**config.mk**
```make
export PLATFORM = sky130hd
export DESIGN_NAME = queen_solver_arbiter
export DESIGN_NICKNAME = d
export VERILOG_FILES = /design/src/rtl/queen_pkg.sv /design/src/rtl/queen_rr_pick.sv /design/src/rtl/queen_solver_arbiter.sv
export SDC_FILE = /design/constraint.sdc
export NUM_CORES = 1
export LEC_CHECK = 0
export CAP_MARGIN = 20
export CORE_MARGIN = 5
export CORE_UTILIZATION = 52
export DETAILED_ROUTE_END_ITERATION = 10
export GPL_TIMING_DRIVEN = 0
export PLACE_DENSITY_LB_ADDON = 0.1
export SETUP_SLACK_MARGIN = 0.2
export SYNTH_ARGS = -nofsm -noshare
export SYNTH_HDL_FRONTEND = slang
export SYNTH_HIERARCHICAL = 1
export SYNTH_SLANG_ARGS = --single-unit
export TNS_END_PERCENT = 100
```
**constraint.sdc**
```tcl
create_clock -name clk -period 3 [get_ports clk]
set_input_delay 0.9 -clock clk [delete_from_list [all_inputs] [get_ports clk]]
set_output_delay 0.9 -clock clk [all_outputs]
set_load 0.02 [all_outputs]
```
**src/rtl/queen_pkg.sv**
```systemverilog
// Shared types and status codes for the queen solver arbiter.
package queen_pkg;

  typedef enum logic [2:0] {
    IDLE,
    CLEAR,
    START,
    RUN,
    RESP
  } state_e;

  localparam logic [1:0] ST_SOLVED    = 2'b00;
  localparam logic [1:0] ST_NO_ANSWER = 2'b01;
  localparam logic [1:0] ST_TIMEOUT   = 2'b10;
  localparam logic [1:0] ST_PROTO_ERR = 2'b11;

endpackage

```
**src/rtl/queen_rr_pick.sv**
```systemverilog
// Two-way round-robin picker: a lone request wins, a tie goes to the
// requester that was not served last.
module queen_rr_pick (
  input  logic [1:0] req,
  input  logic       last_served,
  output logic [1:0] winner
);

  always_comb begin
    winner = 2'b00;
    case (req)
      2'b01:   winner = 2'b01;
      2'b10:   winner = 2'b10;
      2'b11:   winner = last_served ? 2'b01 : 2'b10;
      default: winner = 2'b00;
    endcase
  end

endmodule

```
**src/rtl/queen_solver_arbiter.sv**
```systemverilog
// Shares one eight-queen solver core between two requesters: grants it,
// clears/starts it, forwards row bytes and closes each job with a status ack.
module queen_solver_arbiter #(
  parameter int TIMEOUT_CYCLES = 65535
) (
  input  logic       clk,
  input  logic       user_reset,
  input  logic [1:0] req,
  output logic [1:0] ack,
  output logic [1:0] resp_status,
  output logic [1:0] grant,
  output logic [1:0] row_valid,
  output logic [7:0] row_data,
  output logic [2:0] row_index,
  output logic       s_start,
  output logic       s_reset,
  input  logic       s_ready,
  input  logic [7:0] s_out_bus,
  input  logic       s_done,
  input  logic       s_no_answer
);
  import queen_pkg::*;

  localparam int TW = $clog2(TIMEOUT_CYCLES + 1);

  state_e        state_q, state_d;
  logic [1:0]    grant_q, grant_d;
  logic          last_q, last_d;
  logic [3:0]    beat_q, beat_d;
  logic [TW-1:0] tmo_q, tmo_d;
  logic [1:0]    ack_q, ack_d;
  logic [1:0]    status_q, status_d;
  logic [1:0]    row_valid_q, row_valid_d;
  logic [7:0]    row_data_q, row_data_d;
  logic [2:0]    row_index_q, row_index_d;
  logic          s_start_q, s_start_d;
  logic          clr_q, clr_d;
  logic [1:0]    winner;
  logic          term;
  logic [1:0]    term_st;

  queen_rr_pick u_pick (
    .req         (req),
    .last_served (last_q),
    .winner      (winner)
  );

  // NOTE: every signal gets a default before the case so no path leaves it unassigned (no latches).
  always_comb begin
    state_d     = state_q;
    grant_d     = grant_q;
    last_d      = last_q;
    beat_d      = beat_q;
    tmo_d       = tmo_q;
    ack_d       = 2'b00;
    status_d    = 2'b00;
    row_valid_d = 2'b00;
    row_data_d  = 8'h00;
    row_index_d = 3'd0;
    s_start_d   = 1'b0;
    clr_d       = 1'b0;
    term        = 1'b0;
    term_st     = ST_SOLVED;

    case (state_q)
      IDLE: begin
        if (|req) begin
          grant_d = winner;
          clr_d   = 1'b1;
          state_d = CLEAR;
        end
      end
      CLEAR: begin
        s_start_d = 1'b1;
        state_d   = START;
      end
      START: begin
        beat_d  = 4'd0;
        tmo_d   = '0;
        state_d = RUN;
      end
      RUN: begin
        tmo_d = tmo_q + TW'(1);
        // Beats past the eighth are never forwarded; they only end the job.
        if (s_ready && beat_q != 4'd8) begin
          row_valid_d = grant_q;
          row_data_d  = s_out_bus;
          row_index_d = beat_q[2:0];
          beat_d      = beat_q + 4'd1;
        end
        if (s_done && s_no_answer) begin
          term    = 1'b1;
          term_st = ST_PROTO_ERR;
        end else if (s_ready && beat_q == 4'd8) begin
          term    = 1'b1;
          term_st = ST_PROTO_ERR;
        end else if (s_done) begin
          term    = 1'b1;
          term_st = (s_ready && beat_q == 4'd7) ? ST_SOLVED : ST_PROTO_ERR;
        end else if (s_no_answer) begin
          term    = 1'b1;
          term_st = (!s_ready && beat_q == 4'd0) ? ST_NO_ANSWER : ST_PROTO_ERR;
        end else if (tmo_d == TW'(TIMEOUT_CYCLES)) begin
          term    = 1'b1;
          term_st = ST_TIMEOUT;
        end
        if (term) begin
          ack_d    = grant_q;
          status_d = term_st;
          clr_d    = term_st[1];
          state_d  = RESP;
        end
      end
      RESP: begin
        last_d  = grant_q[1];
        grant_d = 2'b00;
        state_d = IDLE;
      end
      default: state_d = IDLE;
    endcase
  end

  // NOTE: sequential state uses non-blocking assignments so all flops update together.
  always_ff @(posedge clk) begin
    if (user_reset) begin
      state_q     <= IDLE;
      grant_q     <= 2'b00;
      last_q      <= 1'b1;
      beat_q      <= 4'd0;
      tmo_q       <= '0;
      ack_q       <= 2'b00;
      status_q    <= 2'b00;
      row_valid_q <= 2'b00;
      row_data_q  <= 8'h00;
      row_index_q <= 3'd0;
      s_start_q   <= 1'b0;
      clr_q       <= 1'b0;
    end else begin
      state_q     <= state_d;
      grant_q     <= grant_d;
      last_q      <= last_d;
      beat_q      <= beat_d;
      tmo_q       <= tmo_d;
      ack_q       <= ack_d;
      status_q    <= status_d;
      row_valid_q <= row_valid_d;
      row_data_q  <= row_data_d;
      row_index_q <= row_index_d;
      s_start_q   <= s_start_d;
      clr_q       <= clr_d;
    end
  end

  assign ack         = ack_q;
  assign resp_status = status_q;
  assign grant       = grant_q;
  assign row_valid   = row_valid_q;
  assign row_data    = row_data_q;
  assign row_index   = row_index_q;
  assign s_start     = s_start_q;
  // The core stays in reset for the whole of user_reset, not just one cycle later.
  assign s_reset     = user_reset | clr_q;

endmodule

```
==> flow_summary.yaml, run 1 <==
critical_path:
  r2r_end: "clr_q$_SDFF_PP0_"
  r2r_slack_ps: 440
  critPathCaptureType: "primary output"
  worstSetupStartpointType: "input pin"
  cp_slowest_cell: "sky130_fd_sc_hd__dlygate4sd2_1"
  regToRegStartpoint: "tmo_q[0]$_SDFFE_PP0P_"
  worst-r2r-cell-count: 7
  critPathLaunch: "user_reset"
  kind_of_critical_path: "input pin to primary output"
  crit_fanout: 10
  worstPathArrival_ps: 1770
  cp_slowest_stage_delay_ps: 270
  timing.critical_path.cells: "dlygate4sd2_1 -> clkbuf_8 -> or2_2 -> buf_2"
  critPathRequiredTime_ps: 2100
synth:
  ys.warnings.count: 6
  syn_avg_cell_area_um2: 8.32
  synth-async-reset-ratio: 0
  synth_fp_nets: 269
  synth_edf_count: 0
  synth_sequential_area_ratio: 0.433
  synth_cell_types: 48
  synth_cells: 250
  yosys_register_bits: 45
  mapped_cell_area_um2: 2080
  synth_flop_cell: "sky130_fd_sc_hd__dfxtp_1"
routing:
  drt.antenna.violating_nets: 0
  wl_per_cell_um: 13.7
  remaining_drc_errors: 0
  route.detailed.vias_per_inst: 5.35
  via_count: 1834
  detail_route.first_pass.iterations: 4
  drt_iter0_drc: 133
  wirelength_um: 4710
die:
  die_area_um2: 5360
  start_util: 0.527
  die_x_um: 73.2
  die_height_um: 73.2
  design.core.area_um2: 3940
  design.portCount: 36
  row_count: 23
hold_path:
  hold_end: "last_q$_SDFFE_PP1P_"
  whs_path_depth: 1
  worst_hold_startpoint: "last_q$_SDFFE_PP1P_"
  hp-class: "register to register"
global_route:
  largest_net_degree_at_the_start_of_global_routing: 14
  met1_usage: 0.257
  via_count_of_the_first_global_routing_pass: 1736
  gr-total-overflow: 0
  grt_use_met3: 0.0303
  grt_pass1_wl_um: 8020
  grt.total_usage: 0.193
  globalRouteMet2Util: 0.309
  grt_antenna_before_repair: 0
  top_usage_layer: "met2"
power_and_ir_drop:
  static-leakage-power_nw: 0.923
  vdd.ir_drop.worst_v: 0.000260
  powerDensity_nw_per_um2: 448
  design_power_total_mw: 1.15
cts:
  cts.clk_slew.worst_paths_ps: 80
  total_clock_buffers_created_by_cts: 5
  post_cts_hold_buffer_count: 0
  post-cts-setup-buffers: 0
  cts_root_buf: "sky130_fd_sc_hd__clkbuf_8"
  clock_sinks: 45
  h-tree-depth: 2
  ctsLongestPathBuffers: 2
  tritoncts_clock_tree: "built"
  worstSkewPairLatency_ps: 300
timing:
  skew_ps: 4.63
  layout_worst_path_cycle_share: 0.890
  final-max-slew-violation-count: 0
  max_slew_margin: 0.453
  rsz0062_at_grt: "no"
  timing_worst_slew_pin_value_ps: 819
  number_of_hold_violations_in_the_final_report: 0
  setup_viol: 0
  period_needed_ps: 2670
  hold_ws_ps: 505
  fmaxAchievable_mhz: 375
layout:
  fin_nets: 311
  final_core_util: 0.654
  fill_cells: 348
  postLayoutCellArea_um2: 2580
  flow.area_growth_from_synthesis_pct: 24.0
  number_of_inserted_diodes: 0
  instances_no_fill: 343
  commonest_non_fill_non_tap_cell_in_the_layout: "sky130_fd_sc_hd__dfxtp_1"
  drive_above_1_share: 0.0785
  highest_count_cells_in_the_layout_ignoring_fill_and_taps: "45 x sky130_fd_sc_hd__dfxtp_1, 33 x sky130_fd_sc_hd__clkdlybuf4s50_1, 30 x sky130_fd_sc_hd__nor2_1, 23 x sky130_fd_sc_hd__nand2_1, 21 x sky130_fd_sc_hd__a21oi_1"
run_status:
  run_status: "complete, no violations"
placement:
  dp_cells: 335
  detailed_place.area_um2: 2490
  globalplace.congestion: 0.870
  place.detailed.hpwl_um: 3410
  portBuffers: 35
flow_run:
  max_cap_violations: 0
[stage by stage]
step                setup slack, ps  TNS (ps)
floorplan                       676         0
global placement               -504      -504
detailed placement             -477      -477
CTS                             333         0
global route                    261         0
finish                          331         0
[timing repair]
item | CTS | global route
endpoints found under the setup margin | 1 | 0
endpoints found under the hold margin | 0 | 0
gates resized for setup | 8 | 0
[metal layers]
| metal | routed length (µm) | vias up |
|---|---|---|
| met5 | 0 | - |
| met3 | 153 | 7 |
| met1 | 2270 | 841 |
| met2 | 2200 | 27 |
| li1 | - | 959 |
| met4 | 77 | 0 |
[synth_stat cells, types with 2 or more instances]
| cell | count | area (µm²) |
|---|---|---|
| sky130_fd_sc_hd__o21ai_0 | 5 | 25.0 |
| sky130_fd_sc_hd__nor2_1 | 30 | 113 |
| sky130_fd_sc_hd__ha_1 | 4 | 50.1 |
| sky130_fd_sc_hd__or3_1 | 3 | 18.8 |
| sky130_fd_sc_hd__clkbuf_1 | 8 | 30.0 |
| sky130_fd_sc_hd__o31ai_1 | 2 | 15.0 |
| sky130_fd_sc_hd__and3_1 | 6 | 37.5 |
| sky130_fd_sc_hd__a21oi_1 | 21 | 105 |
| sky130_fd_sc_hd__buf_4 | 2 | 15.0 |
| sky130_fd_sc_hd__and2_1 | 11 | 68.8 |
| sky130_fd_sc_hd__o211ai_1 | 2 | 15.0 |
| sky130_fd_sc_hd__nand3_1 | 9 | 45.0 |
| sky130_fd_sc_hd__nor3b_1 | 2 | 15.0 |
| sky130_fd_sc_hd__and2b_1 | 2 | 15.0 |
| sky130_fd_sc_hd__nor2b_1 | 3 | 18.8 |
| sky130_fd_sc_hd__xnor2_1 | 4 | 35.0 |
| sky130_fd_sc_hd__a21o_1 | 6 | 45.0 |
| sky130_fd_sc_hd__nor3_1 | 18 | 90.1 |
| sky130_fd_sc_hd__nor4_1 | 2 | 12.5 |
| sky130_fd_sc_hd__or2_2 | 3 | 18.8 |
| sky130_fd_sc_hd__xor2_1 | 3 | 26.3 |
| sky130_fd_sc_hd__nand2_1 | 23 | 86.3 |
| sky130_fd_sc_hd__inv_1 | 7 | 26.3 |
| sky130_fd_sc_hd__or4_1 | 2 | 15.0 |
| sky130_fd_sc_hd__nand4_1 | 5 | 31.3 |
| sky130_fd_sc_hd__dfxtp_1 | 45 | 901 |
[flip-flops by register name (all words and copies together) (netlist names)]
register     count
row_data         8
row_index        3
last_q           1
grant            2
state_q          3
clr_q            1
s_start          1
ack              2
tmo_q           16
row_valid        2
resp_status      2
beat_q           4
[how the worst max path moves through the flow]
stage	end	slack, ps
detailed placement	s_reset	-480
global route	clr_q$_SDFF_PP0_	260
finish	s_reset	330
CTS	s_reset	330
floorplan	s_reset	680
global placement	s_reset	-500
[where the power goes]
group	switching [mW]	internal, mW	total (mW)	leakage (nW)
combinational	0.0969	0.0723	0.169	0.514
sequential	0.00936	0.611	0.620	0.364
clock	0.204	0.162	0.365	0.0450
[cell families (layout without fill, tap and decap cells)]
logic type / after synthesis / in the layout / synth area share
flops: 45 / 45 / 0.433
mux: 1 / 1 / 0.00481
buf+inv: 20 / 63 / 0.0439
xor+xnor: 7 / 7 / 0.0295
simple gates: 128 / 128 / 0.324
compound gates: 45 / 45 / 0.141
fa+ha+maj: 4 / 4 / 0.0241
[final cells by class]
cell class / count / area, µm² / share of cell area
multi-input combinational: 185 / 1090 / 0.422
buffer: 13 / 75.1 / 0.0291
inverter: 7 / 26.3 / 0.0102
clock inverter: 2 / 10.0 / 0.00388
tap: 50 / 62.6 / 0.0243
clock buffer: 6 / 72.6 / 0.0281
timing repair buffer: 35 / 344 / 0.133
sequential: 45 / 901 / 0.349
[critical path, delay by kind of cell]
kind	cells	cell delay, ps
buffers and inverters	3	600
AND/OR/NAND/NOR	1	260
Power figures use the tool's default switching activity.
==> inputs of run 2 (changes only) <==
--- a/config.mk
+++ b/config.mk
@@ -12,6 +12,7 @@
 export GPL_TIMING_DRIVEN = 0
 export PLACE_DENSITY_LB_ADDON = 0.1
 export SETUP_SLACK_MARGIN = 0.2
+export SKIP_LAST_GASP = 1
 export SYNTH_ARGS = -nofsm -noshare
 export SYNTH_HDL_FRONTEND = slang
 export SYNTH_HIERARCHICAL = 1
==> results of run 2 <==
No change in the layout: final DEF, timing and power equal those of run 1.
